File: config.mk
export PLATFORM = sky130hd
export DESIGN_NAME = dco_code_ctrl
export DESIGN_NICKNAME = d
export VERILOG_FILES = /design/src/rtl/dco_code_ctrl.sv
export SDC_FILE = /design/constraint.sdc
export NUM_CORES = 1
export LEC_CHECK = 0
export ABC_AREA = 1
export CORE_UTILIZATION = 49
export DETAILED_ROUTE_END_ITERATION = 6
export PLACE_DENSITY = 0.89
export SLEW_MARGIN = 40
export SYNTH_ARGS = -nofsm -noshare
export SYNTH_HDL_FRONTEND = slang
export SYNTH_SLANG_ARGS = --single-unit
File: constraint.sdc
create_clock -name ref_clk -period 1.8 [get_ports ref_clk]
set_input_delay 0.36 -clock ref_clk [delete_from_list [all_inputs] [get_ports ref_clk]]
set_output_delay 0.36 -clock ref_clk [all_outputs]
set_load 0.005 [all_outputs]
File: src/rtl/dco_code_ctrl.sv
// dco_code_ctrl: DCO switch-code controller (IDLE/ACQ/TRACK) with a track-mode hysteresis filter.
// Define SS_MOD_EN to compile in the triangle spread-spectrum modulator on the output code.
module dco_code_ctrl #(
  parameter int SW_W    = 8,
  parameter int SW_INIT = 128,
  parameter int HYST    = 2
) (
  input  logic            ref_clk,
  input  logic            reset,
  input  logic            freq_update,
  input  logic            freq_incr_decr,
  input  logic            fll_locked,
  input  logic            ss_en,
  input  logic [3:0]      ss_depth,
  input  logic [7:0]      ss_period,
  output logic [SW_W-1:0] sw,
  output logic            sw_valid,
  output logic            at_min,
  output logic            at_max
);

  localparam logic [1:0] IDLE  = 2'd0;
  localparam logic [1:0] ACQ   = 2'd1;
  localparam logic [1:0] TRACK = 2'd2;

  localparam int              HW        = (HYST < 2) ? 1 : $clog2(HYST + 1);
  localparam logic [HW-1:0]   HYST_C    = HW'(HYST);
  localparam logic [SW_W-1:0] CODE_MAX  = '1;
  localparam logic [SW_W-1:0] CODE_INIT = SW_W'(SW_INIT);
  localparam int              SUM_W     = SW_W + 2;

  logic [1:0]      r_state;
  logic [SW_W-1:0] r_base;
  logic [HW-1:0]   r_hcnt;
  logic            r_hdir;
  logic [SW_W-1:0] r_sw;
  logic            r_sw_valid;
  logic            r_at_min;
  logic            r_at_max;

  logic [1:0]        w_state_nxt;
  logic              w_step;
  logic [HW-1:0]     w_hcnt_run;
  logic [HW-1:0]     w_hcnt_nxt;
  logic              w_hdir_nxt;
  logic [SW_W-1:0]   w_base_nxt;
  logic signed [5:0] w_off_nxt;
  logic [SUM_W-1:0]  w_sum;
  logic [SW_W-1:0]   w_sw_nxt;

  always_comb begin
    w_state_nxt = r_state;
    case (r_state)
      IDLE:    w_state_nxt = ACQ;
      ACQ:     if (fll_locked) w_state_nxt = TRACK;
      TRACK:   if (!fll_locked) w_state_nxt = ACQ;
      default: w_state_nxt = IDLE;
    endcase
  end

  // Pulses are judged by the state being left, so a pulse on the lock edge uses the old rules.
  always_comb begin
    w_step     = 1'b0;
    w_hcnt_run = '0;
    w_hcnt_nxt = r_hcnt;
    w_hdir_nxt = r_hdir;
    if (freq_update) begin
      if (r_state == ACQ) begin
        w_step = 1'b1;
      end else if (r_state == TRACK) begin
        if ((r_hcnt == '0) || (r_hdir != freq_incr_decr)) begin
          w_hcnt_run = HW'(1);
        end else begin
          w_hcnt_run = r_hcnt + HW'(1);
        end
        w_hdir_nxt = freq_incr_decr;
        if (w_hcnt_run >= HYST_C) begin
          w_step     = 1'b1;
          w_hcnt_nxt = '0;
        end else begin
          w_hcnt_nxt = w_hcnt_run;
        end
      end
    end
    if (w_state_nxt != TRACK) begin
      w_hcnt_nxt = '0;
    end
  end

  always_comb begin
    w_base_nxt = r_base;
    if (w_step) begin
      if (freq_incr_decr) begin
        if (r_base != CODE_MAX) w_base_nxt = r_base + SW_W'(1);
      end else begin
        if (r_base != '0) w_base_nxt = r_base - SW_W'(1);
      end
    end
  end

`ifdef SS_MOD_EN
  logic signed [5:0] r_off;
  logic              r_ss_dir;
  logic [7:0]        r_per_cnt;

  logic              w_ss_run;
  logic signed [5:0] w_depth;
  logic              w_ss_dir_nxt;
  logic [7:0]        w_per_nxt;

  // Only modulate while settled in TRACK; the lock-in edge itself does not advance the phase.
  assign w_ss_run = ss_en && (r_state == TRACK) && (w_state_nxt == TRACK);
  assign w_depth  = $signed({2'b00, ss_depth});

  always_comb begin
    w_off_nxt    = '0;
    w_ss_dir_nxt = 1'b1;
    w_per_nxt    = '0;
    if (w_ss_run) begin
      w_off_nxt    = r_off;
      w_ss_dir_nxt = r_ss_dir;
      if (r_per_cnt >= ss_period) begin
        w_per_nxt = '0;
        if (ss_depth == 4'd0) begin
          w_off_nxt = '0;
        end else if (r_ss_dir) begin
          if (r_off >= w_depth) begin
            w_ss_dir_nxt = 1'b0;
            w_off_nxt    = r_off - 6'sd1;
          end else begin
            w_off_nxt = r_off + 6'sd1;
          end
        end else begin
          if (r_off <= -w_depth) begin
            w_ss_dir_nxt = 1'b1;
            w_off_nxt    = r_off + 6'sd1;
          end else begin
            w_off_nxt = r_off - 6'sd1;
          end
        end
      end else begin
        w_per_nxt = r_per_cnt + 8'd1;
      end
    end
  end

  always_ff @(posedge ref_clk or negedge reset) begin
    if (!reset) begin
      r_off     <= '0;
      r_ss_dir  <= 1'b1;
      r_per_cnt <= '0;
    end else begin
      r_off     <= w_off_nxt;
      r_ss_dir  <= w_ss_dir_nxt;
      r_per_cnt <= w_per_nxt;
    end
  end
`else
  logic w_unused_ss;

  assign w_off_nxt   = '0;
  assign w_unused_ss = ^{ss_en, ss_depth, ss_period};
`endif

  // Offset is added to the next base code so sw moves on the same edge as the base.
  assign w_sum = $signed({2'b00, w_base_nxt}) + SUM_W'(w_off_nxt);

  always_comb begin
    if (w_sum[SUM_W-1]) begin
      w_sw_nxt = '0;
    end else if (w_sum[SUM_W-2:SW_W] != '0) begin
      w_sw_nxt = CODE_MAX;
    end else begin
      w_sw_nxt = w_sum[SW_W-1:0];
    end
  end

  always_ff @(posedge ref_clk or negedge reset) begin
    if (!reset) begin
      r_state    <= IDLE;
      r_base     <= CODE_INIT;
      r_hcnt     <= '0;
      r_hdir     <= 1'b0;
      r_sw       <= CODE_INIT;
      r_sw_valid <= 1'b0;
      r_at_min   <= (CODE_INIT == '0);
      r_at_max   <= (CODE_INIT == CODE_MAX);
    end else begin
      r_state    <= w_state_nxt;
      r_base     <= w_base_nxt;
      r_hcnt     <= w_hcnt_nxt;
      r_hdir     <= w_hdir_nxt;
      r_sw       <= w_sw_nxt;
      r_sw_valid <= (w_state_nxt != IDLE);
      r_at_min   <= (w_base_nxt == '0);
      r_at_max   <= (w_base_nxt == CODE_MAX);
    end
  end

  assign sw       = r_sw;
  assign sw_valid = r_sw_valid;
  assign at_min   = r_at_min;
  assign at_max   = r_at_max;

endmodule

==> impl_metrics.env <==
export IMPL_status="finished, final reports clean"
export IMPL_final_nets=245
export IMPL_cts_sinks=16
export IMPL_overflow=0
export IMPL_syn_cell_area_mm2=0.00124
export IMPL_internal_power_w=0.00116
export IMPL_clock_fmax_mhz=574
export IMPL_initial_core_util_pct=53.9
export IMPL_switching_share_pct=47.7
export IMPL_synth_ff_type="dfrtp_1"
export IMPL_synthToLayoutAreaGrowth_pct=26.2
export IMPL_placed_cell_area_mm2=0.00149
export IMPL_grt_max_degree=17
export IMPL_yosysTopAreaCell="dfrtp_1"
export IMPL_core_mm2=0.00230
export IMPL_worstRegToRegCells=13
export IMPL_grt_usage_pct=23.3
export IMPL_io_pins=29
export IMPL_final_cell_area_mm2=0.00156
export IMPL_netlist_top_cells_area="dfrtp_1 30%, nand2_1 18%, nand3_1 9.7%"
export IMPL_synth_edf_count=0
export IMPL_setup_tns_ps=0
export IMPL_p_leak_nw=0.819
export IMPL_setup_ws_ps=58.8
export IMPL_slowest_stage="dfstp_2"
export IMPL_synth_seq_cells=16
export IMPL_p_sw_w=0.00106
export IMPL_dp_cells=244
export IMPL_routed_wl_mm=2.93
export IMPL_worst_pin_slew_ps=320
export IMPL_fin_skew_ps=6.40
export IMPL_grt_pass1_wl_mm=4.75
export IMPL_grt_pass1_vias=1084
export IMPL_cp_num_cells=1
export IMPL_maxSlewViolCount=0
export IMPL_netlist_top_cells_count="59 x nand2_1, 25 x nor2_1, 24 x nand3_1"
export IMPL_worst_path_largest_cell_delay_ps=590
export IMPL_seq_area_frac_synth_pct=32.5
export IMPL_seq_area_um2=407
export IMPL_syn_nets=214
export IMPL_die_height_um=52.3
export IMPL_hold_path_class="in2async"
export IMPL_ir_drop_v=0.000959
export IMPL_portBuffers=15
export IMPL_cp_end_kind="output port"
export IMPL_worstSetupPathType="reg2out"
export IMPL_synth_cells=192
export IMPL_clockBufferDepth=2
export IMPL_cts_inserted_buffers=3
export IMPL_root_buffer="clkbuf_4"
export IMPL_first_pass_iters=4
export IMPL_ys_types=23
export IMPL_htree_num_levels=1
export IMPL_clock_latency_ps=290
export IMPL_period_minus_slack_ps=1740
export IMPL_diodes=0
export IMPL_post_drt_wl_per_cell_um=11.7
export IMPL_num_rows=17
export IMPL_fillers=197
export IMPL_die_area_mm2=0.00273
export IMPL_cts_tree="done"
export IMPL_fin_crit_sh_pct=96.7
export IMPL_antenna_left=0
export IMPL_crit_buf_inv=1
export IMPL_maxCapViolations=0
export IMPL_clkTransAtPathRegs_ps=90
export IMPL_cp_cell_sequence="clkdlybuf4s50_1"
export IMPL_combPwrFrac_pct=60.7
export IMPL_p_seq_share_pct=30.7
export IMPL_drc=0
export IMPL_hold_viol=0
export IMPL_num_vias=1275
export IMPL_antenna_found_initial=0
export IMPL_power_per_cell_area_mw_per_mm2=1420
export IMPL_die_w_um=52.3
export IMPL_fin_cells=250
export IMPL_crit_family="flip-flops"
export IMPL_async_flop_share_pct=100
export IMPL_netlist_area_leader_share_pct=30.3
export IMPL_ys_warn_count=0
export IMPL_synth_most_common_cell="nand2_1"
export IMPL_viasPerCell=5.10
export IMPL_multi_input_area_um2=726
export IMPL_setup_viol=0
export IMPL_critPathLaunchType="flip-flop"
export IMPL_hpwl_mm=2.17
export IMPL_drive_gt1_share_pct=22.5
export IMPL_arrival_ps=1380
export IMPL_drt_iter0_markers=34
export IMPL_place_congestion=0.906
export IMPL_pre_cts_ws_ps=-231
export IMPL_required_ps=1440
export IMPL_timing_slew_headroom_pct=78.5
export IMPL_postSynthAreaPerCell_um2=6.44
export IMPL_path_max_fanout=6
export IMPL_clkPwrFrac_pct=8.6
==> through the flow <==
stage	utilization [%]	hold slack, ps	power, W
after floorplan	-	64.4	0.00147
after global placement	64.7	491	0.00191
after detailed placement	64.7	501	0.00195
after CTS	65.8	367	0.00215
after global routing	68.0	380	0.00243
final	68.0	371	0.00222
==> final timing paths <==
kind / startpoint / to / slack, ps
max: sw[7] / sw[7] / 60
min: reset / r_state[1] / 370
max reg2reg: r_hcnt[0] / at_min / 140
min reg2reg: r_state[0] / sw_valid / 510
max in group asynchronous: reset / sw[7] / 1180
min in group ref_clk: r_state[0] / sw_valid / 510
==> worst reg2reg max path: stages, from the launching register on <==
cell	delay [ps]
dfrtp_1	370
inv_1	80
ha_1	230
inv_1	80
nor2_2	50
nand2_2	110
nand2_4	90
inv_1	110
nand2_1	80
nand2_2	100
inv_2	40
nor2_1	90
nand2_1	60
nor2_1	100
==> per-layer routing <==
| metal | track usage, % | share of wire [%] | vias to the layer above |
|---|---|---|---|
| met2 | 38.7 | 48 | 38 |
| met5 | 0 | 0 | - |
| met1 | 33.6 | 46 | 572 |
| li1 | - | - | 661 |
| met4 | 5.26 | 1.2 | 0 |
| met3 | 0.870 | 5.7 | 4 |
==> power groups by stage <==
stage	logic, W	clock network, W	registers [W]
5_1_grt	0.00152	0.000206	0.000704
4_1_cts	0.00129	0.000199	0.000663
2_1_floorplan	0.000880	0	0.000593
3_5_place_dp	0.00128	0	0.000669
3_3_place_gp	0.00125	0	0.000660
6_report	0.00135	0.000191	0.000683
==> logic make-up (layout without fill, tap and decap cells) <==
kind of cell               after synthesis  in the layout  share of synthesized area [%]
adders and majority gates                4              4                           4.04
and+or+nand+nor                        125            126                           44.8
AOI/OAI and AO/OA                       15             15                           6.37
buffers and inverters                   31             60                           11.6
xor gates and xnor gates                 1              1                          0.708
DFF                                     16             16                           32.5
==> layout make-up <==
class                   count  area share (%)
multi-input cells         146            46.5
flip-flops and latches     16            26.0
repair buffers             30            17.0
inverters                  26            6.57
well taps                  28            2.24
clock buffers               4            1.68
==> timing repair <==
action,in CTS,in global routing
buffers inserted,0,1
hold buffers,0,0
gates resized for setup,0,15
endpoints found under the setup margin,0,6
hold endpoints to repair,0,0
==> cells in the final DEF (no fill, tap or decap), drive strengths merged, types with 2 or more instances in the layout <==
cell type,instances
nand2,70
clkbuf,4
o21ai,12
a21oi,2
buf,15
dfrtp,15
nor2,27
clkdlybuf4s50,14
nand3,25
ha,4
inv,25
nand4,3
==> state kept, by name, indices dropped and copies added (netlist names) <==
register  cells
at_max        1
at_min        1
r_hcnt        2
r_hdir        1
r_state       2
sw            8
sw_valid      1
(Power assumes the default switching activity.)
